`src/rtl/palette_mapper.sv`:
```
// Layered indexed-colour to RGB mapper: 2-cycle pipeline (layer select, palette lookup), no stalls.
// Optional per-frame fade-to-dark when PALETTE_MAPPER_FADE_EN is defined.
module palette_mapper #(
  parameter int INDEX_W = 3,
  parameter int LAYERS  = 2,
  parameter int COLOR_W = 8
) (
  input  logic                        Clk,
  input  logic                        Reset_n,
  input  logic                        pix_valid,
  input  logic                        blank_n,
  input  logic [LAYERS*INDEX_W-1:0]   layer_idx,
  input  logic [LAYERS-1:0]           layer_en,
  input  logic                        pal_we,
  input  logic [INDEX_W-1:0]          pal_addr,
  input  logic [3*COLOR_W-1:0]        pal_wdata,
  input  logic                        frame_tick,
`ifdef PALETTE_MAPPER_FADE_EN
  input  logic                        fade_start,
`endif
  output logic [COLOR_W-1:0]          Red,
  output logic [COLOR_W-1:0]          Green,
  output logic [COLOR_W-1:0]          Blue,
  output logic                        out_valid,
  output logic                        fade_busy
);

  localparam int DEPTH = 1 << INDEX_W;
  localparam int PIX_W = 3 * COLOR_W;
  localparam int NARROW_SHIFT = (COLOR_W < 8) ? (8 - COLOR_W) : 0;

  // 8-bit reference channel to COLOR_W: keep the top bits when narrower, zero-extend when wider.
  function automatic logic [COLOR_W-1:0] scale_chan(input logic [7:0] c);
    logic [COLOR_W+7:0] wide;
    wide = {{COLOR_W{1'b0}}, c};
    wide = wide >> NARROW_SHIFT;
    return wide[COLOR_W-1:0];
  endfunction

  function automatic logic [PIX_W-1:0] reset_entry(input int i);
    logic [23:0] rgb;
    case (i)
      0:       rgb = 24'hFFFFFF;
      1:       rgb = 24'hFF0000;
      2:       rgb = 24'hFF8000;
      3:       rgb = 24'hFFFF00;
      4:       rgb = 24'h00FF00;
      5:       rgb = 24'h0000FF;
      6:       rgb = 24'h00FFFF;
      7:       rgb = 24'hFFFFFF;
      default: rgb = 24'h000000;
    endcase
    return {scale_chan(rgb[23:16]), scale_chan(rgb[15:8]), scale_chan(rgb[7:0])};
  endfunction

  logic [PIX_W-1:0]   pal [DEPTH];
  logic [INDEX_W-1:0] sel_idx;
  logic [INDEX_W-1:0] s1_idx;
  logic               s1_vld;
  logic               s1_blank_n;
  logic [PIX_W-1:0]   rd_rgb;
  logic [PIX_W-1:0]   shaded_rgb;

  always_ff @(posedge Clk or negedge Reset_n) begin
    if (!Reset_n) begin
      for (int i = 0; i < DEPTH; i++) pal[i] <= reset_entry(i);
    end else if (pal_we) begin
      pal[pal_addr] <= pal_wdata;
    end
  end

  // Later layers overwrite earlier ones, so the highest qualifying layer wins.
  always_comb begin
    sel_idx = layer_en[0] ? layer_idx[INDEX_W-1:0] : '0;
    for (int k = 1; k < LAYERS; k++) begin
      if (layer_en[k] && (layer_idx[k*INDEX_W +: INDEX_W] != '0))
        sel_idx = layer_idx[k*INDEX_W +: INDEX_W];
    end
  end

  always_ff @(posedge Clk or negedge Reset_n) begin
    if (!Reset_n) begin
      s1_idx     <= '0;
      s1_vld     <= 1'b0;
      s1_blank_n <= 1'b0;
    end else begin
      s1_idx     <= sel_idx;
      s1_vld     <= pix_valid;
      s1_blank_n <= blank_n;
    end
  end

  // Write-first: a write landing on the index being read this cycle is seen immediately.
  assign rd_rgb = (pal_we && (pal_addr == s1_idx)) ? pal_wdata : pal[s1_idx];

`ifdef PALETTE_MAPPER_FADE_EN
  logic [2:0] fade_level;
  logic       fade_active;

  always_ff @(posedge Clk or negedge Reset_n) begin
    if (!Reset_n) begin
      fade_level  <= 3'd0;
      fade_active <= 1'b0;
    end else if (fade_start) begin
      fade_level  <= 3'd0;
      fade_active <= 1'b1;
    end else if (frame_tick && fade_active) begin
      if (fade_level == 3'd7) fade_active <= 1'b0;
      else                    fade_level  <= fade_level + 3'd1;
    end
  end

  assign fade_busy  = fade_active;
  assign shaded_rgb = {rd_rgb[2*COLOR_W +: COLOR_W] >> fade_level,
                       rd_rgb[COLOR_W   +: COLOR_W] >> fade_level,
                       rd_rgb[0         +: COLOR_W] >> fade_level};
`else
  logic unused_frame_tick;
  assign unused_frame_tick = frame_tick;
  assign fade_busy  = 1'b0;
  assign shaded_rgb = rd_rgb;
`endif

  always_ff @(posedge Clk or negedge Reset_n) begin
    if (!Reset_n) begin
      Red       <= '0;
      Green     <= '0;
      Blue      <= '0;
      out_valid <= 1'b0;
    end else begin
      out_valid <= s1_vld;
      if (s1_vld) begin
        if (!s1_blank_n) begin
          Red   <= '0;
          Green <= '0;
          Blue  <= '0;
        end else begin
          Red   <= shaded_rgb[2*COLOR_W +: COLOR_W];
          Green <= shaded_rgb[COLOR_W   +: COLOR_W];
          Blue  <= shaded_rgb[0         +: COLOR_W];
        end
      end
    end
  end

endmodule

```
`config.mk`:
```
export PLATFORM = sky130hd
export DESIGN_NAME = palette_mapper
export DESIGN_NICKNAME = d
export VERILOG_FILES = /design/src/rtl/palette_mapper.sv
export SDC_FILE = /design/constraint.sdc
export NUM_CORES = 1
export LEC_CHECK = 0
export CAP_MARGIN = 10
export CORE_ASPECT_RATIO = 1.5
export CORE_MARGIN = 1
export CORE_UTILIZATION = 45
export CTS_BUF_LIST = sky130_fd_sc_hd__clkbuf_4 sky130_fd_sc_hd__clkbuf_8
export DETAILED_ROUTE_END_ITERATION = 6
export PLACE_DENSITY_LB_ADDON = 0.12
export SYNTH_ARGS = -nofsm -noshare
export SYNTH_HDL_FRONTEND = slang
export SYNTH_SLANG_ARGS = --single-unit
```
`constraint.sdc`:
```
create_clock -name Clk -period 1.8 [get_ports Clk]
set_clock_uncertainty 0.15 [all_clocks]
set_input_delay 0.18 -clock Clk [delete_from_list [all_inputs] [get_ports Clk]]
set_output_delay 0.18 -clock Clk [all_outputs]
set_load 0.01 [all_outputs]
```
* Yosys cells after proc, flatten, opt, wreduce, memory -nomap -nowiden *
Cells that the tools add are included.

word-level totals
  bits in writable memories = 0
  output and inout bits = 26
  flip-flop bits (word level) = 222
  memories = 0
  latch bits = 0
  memory bits (read-only) = 0
  logic and storage cells = 37

cells by class
  divide/modulo/power cells = 0
  bitwise gates (word level) = 2
  equality and inequality tests = 1
  multiply operators = 0
  reductions and logical operators = 4
  multiplexer cells = 12
  shift-type cells = 0
  $add $sub $neg = 0
  $lt $le $gt $ge = 3

operator list
  cell                                                                   count
  192-bit bitwise mux                                                    1
  24-bit 2-to-1 mux                                                      4
  24-bit binary-select mux with 3-bit select                             1
  24-bit demux with 3-bit select                                         1
  8-bit 2-to-1 mux                                                       3
  4-bit >= comparator (second input constant)                            2
  3-bit NOT with 4-bit output                                            2
  3-bit 2-to-1 mux                                                       2
  4-bit by 1-bit < comparator with 1-bit output (second input constant)  1
  3-bit == test                                                          1
  1-bit logical AND                                                      3
  3-bit nonzero test                                                     1

* Logic depth before layout (Yosys ltp) *
  word-level depth = 6
  gate-level depth with buffers = 6
  mapped depth without buffers = 3

* Worst setup path before layout *
OpenSTA, ideal clock, no wires.

  path type = flip-flop to flip-flop
  start point = reg s1_idx[0]
  end point = reg Green[3]
  arrival = 1.551 ns
  period minus slack after synthesis = 1.834 ns
  library setup time = 0.133 ns
  path buffers = 3
  path slack = -0.034 ns
  cell stages (with the launch flop) = 7
  data required time = 1.517 ns
  cells stage by stage = dfrtp_1 -> buf_2 -> buf_6 -> buf_6 -> mux4_2 -> mux2i_1 -> o221ai_2

between the ends
  cells in the longest elaborated chain, start to end = 6

ends and longest elaborated chain
  element                                                RTL line  RTL
  start: declaration                                     58        logic [INDEX_W-1:0] s1_idx;
  start signal: assignment                               87        s1_idx <= sel_idx;
  3-bit NOT with 4-bit output (implied by the code)      94        assign rd_rgb = (pal_we && (pal_addr == s1_idx)) ? pal_wdata : pal[s1_idx];
  24-bit binary-select mux with 3-bit select             94
  24-bit 2-to-1 mux (implied by the code) (2 in series)  94
  24-bit 2-to-1 mux *                                    94
  8-bit 2-to-1 mux *                                     133       if (!s1_blank_n) begin
  end signal: assignment                                 139       Green <= shaded_rgb[COLOR_W +: COLOR_W];
  end: declaration                                       22        output logic [COLOR_W-1:0] Green,

Mark *: on every way between the ends. The rest lies on a longest branch, timed or not. The select of a mux whose other input is x is not followed.
A chain may end at the register's enable or synchronous reset.

* Worst setup path in the final report *
  start point = reg s1_idx[0]
  end point = reg Green[0]

The elaborated chain is that of the path after synthesis.

==> impl_metrics.py <==
metrics = {
    "timing": {
        "setup_slack_after_layout_ps": -117,
        "worst_pin_slew_ps": 592,
        "worst_hold_slack_ps": -3.67,
        "timing.max_slew.rel_slack_pct": 60.6,
        "setup_tns_ps": -2250,
        "final_max_slew_violation_count": 0,
        "post-route-period-util_pct": 107,
        "finalCriticalPeriod_ps": 1920,
        "hold_viol_final": 1,
        "clock.fmax_ghz": 0.522,
        "setup_violations": 24,
        "setup_repair_after_global_routing_missed_its_margin": "yes",
    },
    "global_routing": {
        "via_count_of_the_first_global_routing_pass": 6725,
        "grt_max_degree": 64,
        "global_route.usage.total_pct": 22.2,
        "grt_first_pass_wirelength_microns": 37800,
        "gr-total-overflow": 0,
        "antenna_found_initial": 0,
    },
    "power": {
        "maximum_ir_drop_on_the_vdd_rail_uv": 484,
        "clock_power_share_pct": 33.4,
        "internal_power_mw": 10.6,
        "switching_share_pct": 25.3,
        "leakagePower_nw": 5.13,
        "p_sw_mw": 3.59,
        "power_frac_seq_pct": 48.4,
        "pwr-share-comb_pct": 18.2,
        "pwr_density_cell_mw_per_mm2": 1160,
    },
    "synth": {
        "post_synth_inst_count": 732,
        "adder_cell_share_of_the_synthesized_area_pct": 0,
        "postSynthRegisterBits": 222,
        "synth_sequential_area_ratio_pct": 56.8,
        "synth_top_family_by_area": "multiplexers",
        "synth_area_sq_mm": 0.0100,
        "synth_fp_nets": 773,
        "yosys-top-cells-area": "sky130_fd_sc_hd__dfstp_2 (30%), sky130_fd_sc_hd__dfrtp_1 (27%), sky130_fd_sc_hd__mux2_2 (11%)",
        "ys_types": 29,
        "synth-edff-count": 0,
        "synthArstFlopShare_pct": 100,
        "post_synth.cell_area_avg_sq_um": 13.7,
        "muxShareOfSynthArea_pct": 24.0,
        "synth_top_area_cell": "sky130_fd_sc_hd__dfstp_2",
        "synth_warnings": 0,
        "synth-main-ff-cell": "sky130_fd_sc_hd__dfstp_2",
        "synth_xor_xnor_area_share_pct": 0.412,
        "synth-simple-area-share_pct": 6.16,
        "synth_top_cell_area_share_pct": 29.6,
        "synth-compound-area-share_pct": 8.87,
    },
    "cells_and_area": {
        "antennaDiodeCount": 0,
        "nFillCells": 1829,
        "final_nets": 871,
        "layout.cell_area.non_filler_sq_mm": 0.0123,
        "post-route-util_pct": 56.4,
        "drive_gt1_share_pct": 47.0,
        "syn2layout_area_growth_pct": 22.8,
    },
    "drt": {
        "drt_first_pass_iters": 6,
        "drt_iter0_markers": 248,
        "detail_route.vias_per_cell": 5.55,
        "vias": 6261,
        "drt-wirelength-per-cell_microns": 21.5,
        "total_routed_wirelength_microns": 24300,
        "number_of_remaining_drc_errors": 0,
        "final_antenna_net_count": 0,
    },
    "place": {
        "placedInstanceArea_sq_mm": 0.0113,
        "detailed_place_hpwl_microns": 14700,
        "port_buffers": 64,
        "place_congestion": 0.758,
        "pre_cts_setup_slack_ps": -466,
    },
    "worst_setup_path": {
        "worstRegToRegCells": 4,
        "timing.rr.end": "Green[0]",
        "termination_of_the_worst_setup_path": "Green[0]",
        "crit_path_start": "s1_idx[0]",
        "regToRegStartpoint": "s1_idx[0]",
        "timing.critical_path.fanout_max": 23,
        "critPathKind": "flip-flop to flip-flop",
        "critPathArrivalTime_ps": 2150,
        "cp-end-kind": "flip-flop",
        "regToRegSetupSlack_ps": -120,
        "cp_data_required_time_ps": 2040,
        "start_kind": "flip-flop",
    },
    "hold_path": {
        "hold_crit_class": "input pin to asynchronous set/reset pin",
    },
    "floorplan": {
        "core_area_sq_mm": 0.0218,
        "ios": 67,
        "die_height_microns": 185,
        "floorplan.die_area_sq_mm": 0.0229,
        "std_cell_rows": 66,
        "floorplan.die.width_microns": 124,
        "starting_density_of_the_core_pct": 46.0,
    },
    "clocking": {
        "clkLatencyLatePin_ps": 520,
        "ctsLongestPathBuffers": 3,
        "cts_tree": "yes",
        "numClockSinks": 222,
        "worst_setup_hold_path_clk_slew_ps": 60,
        "cts_buffers": 36,
        "htreeDepth": 2,
        "clock-root-buffer": "sky130_fd_sc_hd__clkbuf_8",
    },
    "outcome": {
        "violations": "negative hold slack, negative setup slack",
        "run_status": "finished with violations",
    },
    "job": {
        "drv.max_cap_violation_count": 0,
    },
}
[repair_timing]
item | CTS | global route
hold buffers | 5 | 0
hold endpoints to repair | 126 | 0
endpoints found under the setup margin | 27 | 47
gates cloned | 1 | 4
gates resized for setup | 7 | 8
buffers inserted | 0 | 2
pin swaps | 0 | 1
[through the flow]
stage               std cells  total power [mW]
floorplan                 732              8.53
global placement         1053              9.37
detailed placement       1053              9.57
CTS                      1124              14.4
global route             1129              15.0
finish                   1129              14.2
[synth_stat cells, types with 3 or more instances]
cell type,instances
sky130_fd_sc_hd__nand4b_1,3
sky130_fd_sc_hd__dfrtp_1,109
sky130_fd_sc_hd__a32o_1,3
sky130_fd_sc_hd__mux2_2,96
sky130_fd_sc_hd__buf_1,3
sky130_fd_sc_hd__buf_2,17
sky130_fd_sc_hd__buf_4,3
sky130_fd_sc_hd__o21ai_0,99
sky130_fd_sc_hd__nand2b_1,25
sky130_fd_sc_hd__o221ai_1,4
sky130_fd_sc_hd__clkbuf_1,23
sky130_fd_sc_hd__dfstp_2,113
sky130_fd_sc_hd__nand2_1,97
sky130_fd_sc_hd__inv_1,25
sky130_fd_sc_hd__mux4_2,48
sky130_fd_sc_hd__mux2i_1,24
sky130_fd_sc_hd__buf_6,6
sky130_fd_sc_hd__o221ai_2,20
[power groups by stage]
stage | Sequential [mW] | Combinational, mW | Clock (mW)
2_1_floorplan | 6.80 | 1.73 | 0
3_3_place_gp | 6.86 | 2.51 | 0
3_5_place_dp | 6.96 | 2.60 | 0
4_1_cts | 6.88 | 2.62 | 4.90
5_1_grt | 7.00 | 2.83 | 5.14
6_report | 6.88 | 2.59 | 4.76
[cell type report]
cell class / instances / area [sq um] / share of cell area (%)
repair buffers: 113 / 1360 / 11.0
inverters: 25 / 93.8 / 0.763
clock inverters: 5 / 56.3 / 0.458
multi-input cells: 432 / 4000 / 32.5
well taps: 272 / 340 / 2.77
flip-flops and latches: 222 / 5700 / 46.3
clock buffers: 60 / 751 / 6.10
[layer usage]
| metal | GRT usage (%) | wire [microns] | vias to the layer above |
|---|---|---|---|
| met5 | 0 | 0 | - |
| met3 | 3.28 | 863 | 45 |
| li1 | - | - | 2822 |
| met1 | 26.9 | 9770 | 3256 |
| met2 | 40.2 | 13100 | 138 |
| met4 | 6.36 | 554 | 0 |
[cell usage in the layout (no fill, tap or decap), types with 2 or more instances in the layout]
| master | count |
|---|---|
| sky130_fd_sc_hd__mux2i_1 | 24 |
| sky130_fd_sc_hd__dlygate4sd3_1 | 4 |
| sky130_fd_sc_hd__xor2_2 | 3 |
| sky130_fd_sc_hd__a32o_1 | 3 |
| sky130_fd_sc_hd__clkbuf_16 | 4 |
| sky130_fd_sc_hd__dlygate4sd2_1 | 3 |
| sky130_fd_sc_hd__dfrtp_2 | 2 |
| sky130_fd_sc_hd__buf_12 | 17 |
| sky130_fd_sc_hd__inv_1 | 25 |
| sky130_fd_sc_hd__nor3_4 | 2 |
| sky130_fd_sc_hd__buf_16 | 2 |
| sky130_fd_sc_hd__nand2b_1 | 24 |
| sky130_fd_sc_hd__clkbuf_4 | 12 |
| sky130_fd_sc_hd__mux2_2 | 96 |
| sky130_fd_sc_hd__clkdlybuf4s50_1 | 55 |
| sky130_fd_sc_hd__o221ai_2 | 22 |
| sky130_fd_sc_hd__dfstp_2 | 113 |
| sky130_fd_sc_hd__mux4_2 | 48 |
| sky130_fd_sc_hd__nand4b_1 | 3 |
| sky130_fd_sc_hd__clkinv_2 | 2 |
| sky130_fd_sc_hd__nand2_1 | 97 |
| sky130_fd_sc_hd__dfrtp_1 | 106 |
| sky130_fd_sc_hd__o21ai_0 | 99 |
| sky130_fd_sc_hd__dlymetal6s2s_1 | 5 |
| sky130_fd_sc_hd__buf_4 | 21 |
| sky130_fd_sc_hd__clkbuf_8 | 49 |
| sky130_fd_sc_hd__o221ai_1 | 2 |
| sky130_fd_sc_hd__nor3b_4 | 2 |
[worst max-delay path: stages (launching register included)]
cell and delay (ps):
sky130_fd_sc_hd__dfrtp_4 500, sky130_fd_sc_hd__buf_16 230, sky130_fd_sc_hd__mux4_2 540, sky130_fd_sc_hd__mux2i_1 210, sky130_fd_sc_hd__o221ai_2 130
[cells by family after synthesis]
group,Yosys count
xor gates and xnor gates,3
DFF,222
and+or+nand+nor,133
AOI/OAI and AO/OA,127
other,1
buffers and inverters,78
muxes,168
[worst min-delay path by stage]
stage / from / endpoint / slack, ps / depth (start not counted)
final: Reset_n / Blue[2] / -4 / 2
after global routing: Reset_n / Blue[2] / 30 / 2
after detailed placement: Reset_n / pal[74] / -20 / 1
after global placement: Reset_n / out_valid / -30 / 1
after CTS: layer_idx[2] / s1_idx[2] / 140 / 2
after floorplan: Reset_n / Blue[0] / -270 / 0
[state kept, by name, indices dropped and copies added, names as in the netlist]
signal	count
s1_vld	1
out_valid	1
Green	8
Red	8
pal	192
s1_idx	3
Blue	8
s1_blank_n	1
Note: power is estimated with default switching activity, not from simulation.
